`config.mk`:
```
export PLATFORM = sky130hd
export DESIGN_NAME = seq_detector_param
export DESIGN_NICKNAME = d
export VERILOG_FILES = /design/src/rtl/seq_detector_param.sv
export SDC_FILE = /design/constraint.sdc
export NUM_CORES = 1
export LEC_CHECK = 0
export CORE_ASPECT_RATIO = 0.9
export CORE_MARGIN = 5
export CORE_UTILIZATION = 45
export CTS_CLUSTER_DIAMETER = 60
export DETAILED_ROUTE_END_ITERATION = 10
export PLACE_DENSITY = 0.74
export SYNTH_ARGS = -nofsm -noshare
export SYNTH_HDL_FRONTEND = slang
export SYNTH_SLANG_ARGS = --single-unit
```
`constraint.sdc`:
```
create_clock -name clk -period 1.5 [get_ports clk]
set_input_delay 0.15 -clock clk [delete_from_list [all_inputs] [get_ports clk]]
set_output_delay 0.15 -clock clk [all_outputs]
set_load 0.005 [all_outputs]
```
`src/rtl/seq_detector_param.sv`:
```
// Serial bit-pattern detector with a loadable pattern, overlap select and
// a saturating match counter; the match flag is a zero-latency Mealy output.
module seq_detector_param #(
    parameter int                 PAT_LEN   = 4,
    parameter logic [PAT_LEN-1:0] PAT_RESET = PAT_LEN'(4'b1010),
    parameter int                 CNT_W     = 8
) (
    input  logic               clk,
    input  logic               rst,
    input  logic               din_valid,
    input  logic               din,
    input  logic               overlap,
    input  logic               pat_load,
    input  logic [PAT_LEN-1:0] pat_in,
    input  logic               cnt_clr,
    output logic               dout,
    output logic [CNT_W-1:0]   match_count
);

    localparam int FW = $clog2(PAT_LEN);
    localparam logic [FW-1:0] FILL_MAX = FW'(PAT_LEN - 1);
    localparam logic [CNT_W-1:0] CNT_MAX = '1;

    logic [PAT_LEN-1:0] pat_q, pat_d;
    logic [PAT_LEN-2:0] hist_q, hist_d;
    logic [FW-1:0]      fill_q, fill_d;
    logic [CNT_W-1:0]   cnt_q, cnt_d;
    logic [PAT_LEN-1:0] win;
    logic               accept;
    logic               match;

    assign win    = {hist_q, din};
    assign accept = din_valid & ~pat_load;
    assign match  = accept & (fill_q == FILL_MAX) & (win == pat_q);

    always_comb begin
        pat_d  = pat_q;
        hist_d = hist_q;
        fill_d = fill_q;
        cnt_d  = cnt_q;
        if (pat_load) begin
            pat_d  = pat_in;
            fill_d = '0;
        end else if (din_valid) begin
            hist_d = win[PAT_LEN-2:0];
            // Non-overlapping mode forces a full fresh window after a hit
            if (match && !overlap) begin
                fill_d = '0;
            end else if (fill_q != FILL_MAX) begin
                fill_d = fill_q + 1'b1;
            end
        end
        if (cnt_clr) begin
            cnt_d = '0;
        end else if (match && cnt_q != CNT_MAX) begin
            cnt_d = cnt_q + 1'b1;
        end
    end

    always_ff @(posedge clk or posedge rst) begin
        if (rst) begin
            pat_q  <= PAT_RESET;
            hist_q <= '0;
            fill_q <= '0;
            cnt_q  <= '0;
        end else begin
            pat_q  <= pat_d;
            hist_q <= hist_d;
            fill_q <= fill_d;
            cnt_q  <= cnt_d;
        end
    end

    assign dout        = match;
    assign match_count = cnt_q;

endmodule

```
==> results of run 1 <==
-- routing by layer --
| metal | part of all wire, % | global-route usage (%) | wire, microns | vias up |
|---|---|---|---|---|
| li1 | - | - | - | 430 |
| met1 | 41 | 20.8 | 977 | 425 |
| met2 | 55 | 29.5 | 1290 | 13 |
| met3 | 3.3 | 2.59 | 77 | 4 |
| met4 | 0.89 | 7.55 | 21 | 0 |
| met5 | 0 | 0 | 0 | - |
-- path summary, 6_finish.rpt --
kind	slack, ns	start	end
setup / recovery	-0.20	pat_q[1]	match_count[4]
hold / removal	0.15	rst	match_count[1]
setup reg to reg	-0.20	pat_q[1]	match_count[4]
hold reg to reg	0.58	hist_q[2]	hist_q[2]
max in group asynchronous	1.10	rst	pat_q[1]
min in group clk	0.43	overlap	fill_q[0]
-- timing repair --
action / in CTS / in global routing
pin swaps: 4 / 4
setup buffers: 4 / 1
gates resized for setup: 12 / 14
endpoints found under the setup margin: 9 / 15
-- cells in the final DEF, fill, tap and decap left out, types with 2 or more instances in the layout --
master	synthesis	final
buf_4	0	26
clkdlybuf4s50_1	0	16
dfrtp_1	15	15
mux2_2	9	8
nand3_1	7	6
inv_1	5	5
buf_6	1	5
xnor2_2	4	4
a21oi_1	7	4
nor2_1	4	4
a21oi_2	0	3
nor2b_1	3	3
clkbuf_4	0	3
nand4_1	2	2
o31ai_2	0	2
or4_1	3	2
nand2b_1	2	2
and3_1	3	2
ha_2	0	2
dlymetal6s2s_1	0	2
dfstp_2	2	2
-- power by group through the flow --
stage	Combinational [uW]	Sequential [uW]	Clock (uW)
finish	415	531	248
floorplan	193	536	0
global route	454	538	279
detailed placement	363	541	0
global placement	351	539	0
CTS	402	532	262
-- stage by stage --
stage               utilization (%)  TNS, ns
floorplan                         -  -0.0287
global placement               66.0    -1.75
detailed placement             66.0    -2.44
CTS                            70.2   -0.743
global route                   72.8    -1.68
finish                         72.8   -0.781
-- kinds of logic after synthesis --
logic type	after synthesis
buffers and inverters	7
XOR/XNOR	4
multiplexers	10
AND/OR/NAND/NOR	31
flip-flops	17
AO/OA/AOI/OAI	17
adder cells (fa/ha/maj)	2
-- state kept, by name, indices dropped and copies added (netlist names) --
signal / flops
fill_q: 2
hist_q: 3
match_count: 8
pat_q: 4
-- layout make-up --
| type | instances | area [sq um] |
|---|---|---|
| clock buffers | 3 | 22.5 |
| clock inverters | 1 | 5.00 |
| fillers | 164 | 577 |
| inverters | 5 | 18.8 |
| multi-input cells | 64 | 601 |
| flip-flops and latches | 17 | 428 |
| well taps | 27 | 33.8 |
| repair buffers | 49 | 437 |
-- Yosys cell counts, types with 2 or more instances --
| library cell | number | area (sq um) |
|---|---|---|
| nor2b_1 | 3 | 18.8 |
| dfrtp_1 | 15 | 375 |
| or4_1 | 3 | 22.5 |
| xnor2_2 | 4 | 65.1 |
| dfstp_2 | 2 | 52.6 |
| nand3_1 | 7 | 35.0 |
| ha_1 | 2 | 25.0 |
| nor2_1 | 4 | 15.0 |
| o31ai_1 | 3 | 22.5 |
| inv_1 | 5 | 18.8 |
| nand4_1 | 2 | 12.5 |
| and3_1 | 3 | 18.8 |
| nand2b_1 | 2 | 12.5 |
| mux2_2 | 9 | 101 |
| o21ai_0 | 2 | 10.0 |
| a21oi_1 | 7 | 35.0 |
-- worst reg2reg max path, cell delays in order, from the launching register on --
cell     delay [ns]
dfstp_2        0.56
xnor2_2        0.11
buf_4          0.15
nand4_4        0.13
or4_1          0.53
a21oi_2        0.14
==> out/qor.yml, run 1 <==
run_status:
  status: "complete, but fails checks"
  violations: "negative setup slack"
sta:
  finalHoldViolations: 0
  min_period_over_period_pct: 113
  setup_ws_ns: -0.196
  clock.fmax_ghz: 0.590
  max_slew_margin_pct: 80.0
  slew_violations: 0
  rsz0062_at_grt: "true"
  min_period_ns: 1.70
  tightest_slew_ns: 0.299
  finalSetupViolations: 8
  whs_ns: 0.146
  clock_skew_ns: 0.000480
critical_path:
  worstSetupEndpointType: "flop"
  start_kind: "flop"
  crit_chain: "xnor2_2 > buf_4 > nand4_4 > or4_1 > a21oi_2"
  rr_worst_depth: 5
  crit_arrival_ns: 1.92
  cp_max_fo: 6
  max_stage_delay_ns: 0.56
  crit_required_ns: 1.73
  worstSetupPathType: "flop to flop"
  cp_slowest_cell: "dfstp_2"
  path_buf_inv: 1
  crit_cells: 5
  cp_top_family: "simple AND/OR/NAND/NOR gates"
synthesis:
  syn_inst: 88
  synth_edf_count: 0
  synth_warnings: 0
  synth_compound_area_share_pct: 11.9
  syn_nets: 101
  synth_cell_type_count: 31
  syn_area_sq_um: 981
  async_flop_share_pct: 100
  synth_ff_type: "dfrtp_1"
  synth-xor-area-share_pct: 6.63
  ys_seq_elements: 17
  synth_top_family_by_area: "simple AND/OR/NAND/NOR gates"
  syn_area_per_cell_sq_um: 11.1
  synth_simple_gate_area_share_pct: 20.5
  synth_adder_area_share_pct: 2.55
  seq_area_frac_synth_pct: 43.6
  synthMuxAreaShare_pct: 11.4
power:
  p_per_area_nw_per_um2: 773
  sw_frac_of_total_pct: 29.2
  power_switching_uw: 349
  vdd_drop_max_uv: 627
  total_leakage_power_uw: 0.000713
  pwr-share-clk_pct: 20.7
  p_seq_share_pct: 44.5
  power_frac_comb_pct: 34.8
  intPower_uw: 845
  finalPower_uw: 1190
clock_tree:
  cts_max_path_buffers: 2
  cts_tree: "built"
  cts_sinks: 17
  cts_buffers: 3
  insertion_delay_ns: 0.29
  clkSlewWorstSetupHoldPaths_ns: 0.10
  ctsHtreeMaxLevel: 1
  ctsHoldBuffers: 0
  cts_root_buffer: "clkbuf_4"
final_layout:
  drive_gt1_share_pct: 48.2
  fin_cells: 166
  area_delta_synth_final_pct: 57.5
  design_area_sq_um: 1550
  nets: 153
  antenna_cells: 0
global_route:
  grt_pass1_wl_microns: 4050
  overflow: 0
  grt_max_degree: 18
  antenna_found_initial: 0
  grt_util_all_layers_pct: 16.9
  grt_pass1_vias: 915
route:
  vias_per_cell: 5.25
  routed_wl_microns: 2370
  first_pass_iters: 4
  drt_iter0_markers: 12
  drcViolationCount: 0
  vias: 872
  wl_per_cell_microns: 14.3
  ant_nets: 0
floorplanning:
  die-area_sq_um: 3220
  core_area_sq_um: 2120
  initial_core_util_pct: 46.2
  die_w_microns: 59.2
  dieHeight_microns: 54.3
  io_pins: 20
  rows: 16
placed_design:
  placed_cell_area_sq_um: 1400
  dp_slack_ns: -0.374
  dp.cells: 157
  routabilityCongestion: 0.846
  dp_hpwl_microns: 1850
  io_buffers: 19
hold_path:
  worstHoldPathType: "input pin to asynchronous set/reset pin"
flow_run:
  cap_violations: 0
Power figures use the tool's default switching activity.
==> inputs of run 2 (changes only) <==
--- a/config.mk
+++ b/config.mk
@@ -5,12 +5,13 @@
 export SDC_FILE = /design/constraint.sdc
 export NUM_CORES = 1
 export LEC_CHECK = 0
+export CAP_MARGIN = 20
 export CORE_ASPECT_RATIO = 0.9
 export CORE_MARGIN = 5
-export CORE_UTILIZATION = 45
+export CORE_UTILIZATION = 49
 export CTS_CLUSTER_DIAMETER = 60
 export DETAILED_ROUTE_END_ITERATION = 10
-export PLACE_DENSITY = 0.74
+export PLACE_DENSITY = 0.77
 export SYNTH_ARGS = -nofsm -noshare
 export SYNTH_HDL_FRONTEND = slang
 export SYNTH_SLANG_ARGS = --single-unit
==> constraint.sdc (replaced) <==
create_clock -name clk -period 1.6 [get_ports clk]
set_input_delay 0.16 -clock clk [delete_from_list [all_inputs] [get_ports clk]]
set_output_delay 0.16 -clock clk [all_outputs]
set_load 0.005 [all_outputs]
==> run 2 against run 1 <==
The run still ends with negative setup slack left. Via count rose by 12%. Sequential share of layout area fell by 0.27 points. Combinational power rose by 1%. Maximum frequency fell by 0.37%. Register-to-register slack improved by 0.09 ns. First-iteration DRC count rose to 4.1 times the previous value. Critical path depth did not move. Critical path type unchanged. Critical endpoint unchanged. Highest routed layer unchanged.
==> out/qor.yml, run 2 (synthesis results as in run 1) <==
clock_tree:
  cts_root_buffer: "clkbuf_4"
  clkSlewWorstSetupHoldPaths_ns: 0.09  # about the same
  insertion_delay_ns: 0.29  # about the same
  cts_sinks: 17  # unchanged
  ctsHtreeMaxLevel: 1  # unchanged
  ctsHoldBuffers: 0  # unchanged
  cts_buffers: 3  # unchanged
  cts_max_path_buffers: 2  # unchanged
  cts_tree: "built"
floorplanning:
  core_area_sq_um: 1910  # -9.8%
  die_w_microns: 57.2  # -3.5%
  initial_core_util_pct: 51.2  # +5.0 points
  rows: 15  # -1
  die-area_sq_um: 3000  # -6.8%
  io_pins: 20  # unchanged
  dieHeight_microns: 52.4  # -3.4%
sta:
  clock.fmax_ghz: 0.588  # -0.37%
  max_slew_margin_pct: 79.9  # -0.15 points
  setup-tns-final_ns: -0.281  # +0.499 ns
  finalHoldViolations: 0  # unchanged
  clock_skew_ns: 0.00473  # +0.00425 ns
  finalSetupViolations: 5  # -3
  slew_violations: 0  # unchanged
  rsz0062_at_grt: "true"
  min_period_ns: 1.70  # +0.00633 ns
  setup_ws_ns: -0.102  # +0.0937 ns
  min_period_over_period_pct: 106  # -6.7 points
  whs_ns: 0.169  # +0.0231 ns
  tightest_slew_ns: 0.301  # +0.00223 ns
power:
  vdd_drop_max_uv: 747  # +19%
  total_leakage_power_uw: 0.000698  # -2.0%
  p_per_area_nw_per_um2: 735  # -4.9%
final_layout:
  largest_reg_flops: 8  # unchanged
  seq_area_sq_um: 428  # unchanged
  drive_gt1_share_pct: 48.2  # unchanged
  antenna_cells: 0  # unchanged
  fill_cells: 114  # -30%
  nets: 153  # unchanged
  final_common_cell: "buf_4"
  fin_cells: 164  # -1.2%
  final_cell_mix: "buf_4 (30), clkdlybuf4s50_1 (16), dfrtp_1 (15), mux2_2 (7)"
  multi_input_area_sq_um: 634  # +5.6%
  area_delta_synth_final_pct: 59.1
global_route:
  grt_max_degree: 18  # unchanged
  grt_pass1_vias: 938  # +2.5%
  antenna_found_initial: 0  # unchanged
  overflow: 0  # unchanged
  grt_util_all_layers_pct: 18.5  # +1.6 points
  grt_pass1_wl_microns: 4290  # +6.0%
placed_design:
  dp.cells: 154  # -1.9%
  io_buffers: 19  # unchanged
  routabilityCongestion: 0.830  # -1.8%
  dp_hpwl_microns: 1720  # -7.2%
critical_path:
  cp_max_fo: 6  # unchanged
  crit_required_ns: 1.82  # +0.09 ns
  start_kind: "flop"
  worstSetupEndpointType: "flop"
  crit_arrival_ns: 1.92  # about the same
  worstSetupPathType: "flop to flop"
hold_path:
  worstHoldPathType: "input pin to asynchronous set/reset pin"
route:
  first_pass_iters: 4  # unchanged
  vias_per_cell: 5.96  # +13%
  ant_nets: 0  # unchanged
  drcViolationCount: 0  # unchanged
  vias: 977  # +12%
  routed_wl_microns: 3010  # +27%
  drt_iter0_markers: 49  # +37
  wl_per_cell_microns: 18.3  # +28%
flow_run:
  cap_violations: 0  # unchanged
run_status:
  violations: "negative setup slack"
  status: "complete, but fails checks"
## run 2: cell types whose count changed in the layout (fill, tap and decap cells not counted), moves of 2 or more
cell	before	now
buf_4	26	30
buf_6	5	1
or4_1	2	0
or4_4	1	3
## run 2: layout make-up
class / count / share of cell area (%)
tap: 25 / 2.00
multi-input combinational: 64 / 40.7
clock buffer: 4 / 1.68
inverter: 5 / 1.20
timing repair buffer: 49 / 27.0
sequential: 17 / 27.4
## run 2: layer usage
| metal | wire [microns] | share of wire, % | global-route usage, % | vias up |
|---|---|---|---|---|
| li1 | - | - | - | 432 |
| met1 | 1090 | 36 | 20.2 | 475 |
| met2 | 1610 | 53 | 34.0 | 56 |
| met3 | 188 | 6.3 | 5.42 | 14 |
| met4 | 120 | 4.0 | 6.95 | 0 |
| met5 | 0 | 0 | 0 | - |
## run 2: final timing paths
path	start	cells past startpoint	to	slack (ns)
max	pat_q[3]	5	match_count[4]	-0.10
min reg2reg	fill_q[1]	2	fill_q[1]	0.57
min	rst	3	match_count[0]	0.17
max in group asynchronous	rst	3	pat_q[3]	1.18
min in group clk	din_valid	3	fill_q[1]	0.28
max reg2reg	pat_q[3]	5	match_count[4]	-0.10
## run 2: repair_timing
action | 4_1_cts | 5_1_grt
pin swaps | 6 | 4
hold endpoints to repair | 0 | 0
gates resized for setup | 15 | 13
buffers inserted | 3 | 4
setup endpoints to repair | 5 | 8
## run 2: critical path: stages, from the launching register on
cell and delay (ns):
dfstp_2 0.56, xnor2_2 0.11, buf_4 0.15, o211ai_4 0.11, or4_4 0.55, a21oi_2 0.15
## run 2: report_power, final
group | internal [uW] | switching, uW
logic | 239 | 181
clock network | 97.0 | 124
registers | 466 | 38.2
total | 803 | 344
## run 2: per-stage QoR
stage | setup WS [ns] | instance area (sq um) | power (uW) | util [%]
after floorplan | 0.00478 | 983 | 670 | -
after global placement | -0.228 | 1370 | 779 | 71.6
after detailed placement | -0.270 | 1370 | 792 | 71.6
after CTS | -0.0671 | 1480 | 1070 | 77.3
after global routing | -0.163 | 1560 | 1200 | 81.5
final | -0.102 | 1560 | 1150 | 81.5
==> inputs of run 3 (changes only) <==
--- a/config.mk
+++ b/config.mk
@@ -8,10 +8,12 @@
 export CAP_MARGIN = 20
 export CORE_ASPECT_RATIO = 0.9
 export CORE_MARGIN = 5
-export CORE_UTILIZATION = 49
+export CORE_UTILIZATION = 56
+export CTS_BUF_LIST = sky130_fd_sc_hd__clkbuf_8
 export CTS_CLUSTER_DIAMETER = 60
 export DETAILED_ROUTE_END_ITERATION = 10
-export PLACE_DENSITY = 0.77
+export PLACE_DENSITY = 0.86
+export RECOVER_POWER = 100
 export SYNTH_ARGS = -nofsm -noshare
 export SYNTH_HDL_FRONTEND = slang
 export SYNTH_SLANG_ARGS = --single-unit
==> constraint.sdc (replaced) <==
create_clock -name clk -period 2.2 [get_ports clk]
set_input_delay 0.22 -clock clk [delete_from_list [all_inputs] [get_ports clk]]
set_output_delay 0.22 -clock clk [all_outputs]
set_load 0.005 [all_outputs]
==> run 3 against run 2 <==
The run now ends clean. Hold slack better by 0.32 ns. Wire length down 33%. Largest power group unchanged. Global-route usage down 1.5 points. Largest cell class unchanged. Core utilization down 7.1 points. Final cell count down 18%. Via count down 20%. First-iteration DRC count down 76%.
==> out/qor.yml, run 3 (synthesis results as in run 1) <==
global_route:
  grt_pass1_wl_microns: 3390  # -21%
  overflow: 0  # unchanged
  antenna_found_initial: 0  # unchanged
  grt_util_all_layers_pct: 17.1  # -1.5 points
  grt_pass1_vias: 792  # -16%
  grt_max_degree: 18  # unchanged
critical_path:
  crit_chain: "xnor2_2 > and3_4 > and3_1 > clkdlybuf4s50_1"
  max_stage_delay_ns: 0.55  # about the same
  worstSetupPathType: "flop to primary output"
  reg2reg_from: "match_count[1]"
  start_kind: "flop"
  cp_max_fo: 3  # -3
  cp_slowest_cell: "dfstp_2"
  crit_start: "pat_q[1]"
  worstSetupEndpointType: "primary output"
  path_buf_inv: 1  # unchanged
  crit_arrival_ns: 1.91  # about the same
  crit_required_ns: 1.98  # +0.16 ns
  cp_top_family: "flip-flops"
power:
  vdd_drop_max_uv: 490  # -34%
  intPower_uw: 545  # -32%
  p_per_area_nw_per_um2: 604  # -18%
  power_switching_uw: 204  # -41%
  p_seq_share_pct: 48.7  # +4.7 points
  pwr-share-clk_pct: 30.0  # +11 points
  total_leakage_power_uw: 0.000534  # -24%
  sw_frac_of_total_pct: 27.2  # -2.8 points
  power_frac_comb_pct: 21.3  # -15 points
clock_tree:
  cts_tree: "built"
  ctsHtreeMaxLevel: 1  # unchanged
  cts_buffers: 3  # unchanged
  cts_max_path_buffers: 2  # unchanged
  ctsHoldBuffers: 0  # unchanged
  clkSlewWorstSetupHoldPaths_ns: 0.06  # -0.03 ns
  cts_root_buffer: "clkbuf_8"
  insertion_delay_ns: 0.25  # -0.04 ns
  cts_sinks: 17  # unchanged
hold_path:
  worstHoldPathType: "input pin to asynchronous set/reset pin"
floorplanning:
  initial_core_util_pct: 58.9  # +7.7 points
  die_w_microns: 54.1  # -5.3%
  core_area_sq_um: 1660  # -13%
  io_pins: 20  # unchanged
  die-area_sq_um: 2690  # -10%
  rows: 14  # -1
  dieHeight_microns: 49.7  # -5.2%
sta:
  clock.fmax_ghz: 0.470
  clock_skew_ns: 0.00141  # -0.00332 ns
  max_slew_margin_pct: 56.7  # -23 points
  finalHoldViolations: 0  # unchanged
  finalSetupViolations: 0  # -5
  rsz0062_at_grt: "false"
  min_period_ns: 2.13
  setup-tns-final_ns: 0  # +0.281 ns
  min_period_over_period_pct: 96.6
  slew_violations: 0  # unchanged
  tightest_slew_ns: 0.648  # +0.348 ns
placed_design:
  routabilityCongestion: 0.867  # +4.4%
  io_buffers: 19  # unchanged
  dp_hpwl_microns: 1540  # -10%
  dp.cells: 131  # -15%
route:
  routed_wl_microns: 2000  # -33%
  drt-met1-wl_microns: 813  # -25%
  wl_per_cell_microns: 14.8  # -19%
  routed.top_layer: "met4"
  wl_met3_microns: 90  # -52%
  ant_nets: 0  # unchanged
  met2WireLength_microns: 1060  # -34%
  vias_per_cell: 5.81  # -2.4%
  drcViolationCount: 0  # unchanged
  first_pass_iters: 4  # unchanged
  drt_iter0_markers: 12  # -76%
  vias: 785  # -20%
final_layout:
  final_cell_mix: "dfrtp_1 (15), dlygate4sd3_1 (10), mux2_2 (9), clkdlybuf4s50_1 (9)"
  antenna_cells: 0  # unchanged
  area_delta_synth_final_pct: 26.3
  largest_reg_flops: 8  # unchanged
  nets: 125  # -18%
  fill_cells: 114  # unchanged
  fin_cells: 135  # -18%
  drive_gt1_share_pct: 18.9  # -29 points
  final_common_cell: "dfrtp_1"
flow_run:
  cap_violations: 0  # unchanged
run_status:
  status: "complete, no violations"
==> run 3: cell types whose count changed in the layout (fill, tap and decap cells not counted), sizes merged <==
cell / previous run / this run
buf: 31 / 0
dlymetal6s2s: 2 / 0
dlygate4sd3: 0 / 10
clkdlybuf4s50: 16 / 9
clkbuf: 4 / 5
inv: 5 / 6
==> run 3: routing by layer <==
| metal | vias to the layer above | global-route usage (%) |
|---|---|---|
| met4 | 0 | 5.81 |
| met3 | 6 | 3.61 |
| met5 | - | 0 |
| met2 | 28 | 29.2 |
| li1 | 372 | - |
| met1 | 379 | 20.6 |
==> run 3: worst reg2reg max path, delay by kind of cell (launching register included) <==
kind | cells | cell delay, ns
AOI/OAI and AO/OA | 1 | 0.24
adders and majority gates | 1 | 0.25
DFF | 1 | 0.43
and+or+nand+nor | 2 | 0.55
muxes | 1 | 0.38
==> run 3: power by group through the flow <==
stage	registers (uW)	logic, uW	clock network, uW
detailed placement	370	161	0
global placement	369	155	0
floorplan	366	122	0
finish	364	159	225
global route	368	175	245
CTS	365	164	231
==> run 3: cell type report <==
class | instances | area (sq um) | area share (%)
clock buffer | 3 | 41.3 | 3.33
tap | 24 | 30.0 | 2.42
multi-input combinational | 64 | 519 | 41.9
clock inverter | 1 | 3.75 | 0.303
sequential | 17 | 428 | 34.5
timing repair buffer | 21 | 198 | 16.0
inverter | 5 | 18.8 | 1.52
==> run 3: repair_timing <==
item	in CTS	in global routing
resized for setup	0	1
endpoints found under the hold margin	0	0
setup buffers	0	0
endpoints found under the setup margin	0	1
==> run 3: final timing paths <==
check                           depth (start not counted)  slack, ns        endpoint
max in group asynchronous                               2       1.29  match_count[2]
worst min-delay path                                    2       0.49       hist_q[0]
worst max-delay path                                    4       0.07            dout
worst max register to register                          5       0.24  match_count[5]
worst min register to register                          2       0.56       fill_q[1]
min in group clk                                        3       0.56       fill_q[0]
==> run 3: stage by stage <==
step	hold WS [ns]	cell area (sq um)	utilization [%]	power [uW]	setup WS [ns]
6_report	0.494	1240	74.4	748	0.0740
5_1_grt	0.566	1240	74.4	788	0.0288
4_1_cts	0.383	1250	74.9	760	0.0403
3_5_place_dp	0.557	1200	72.2	531	0.0925
3_3_place_gp	0.536	1200	72.2	524	0.153
2_1_floorplan	0.145	981	-	487	0.532
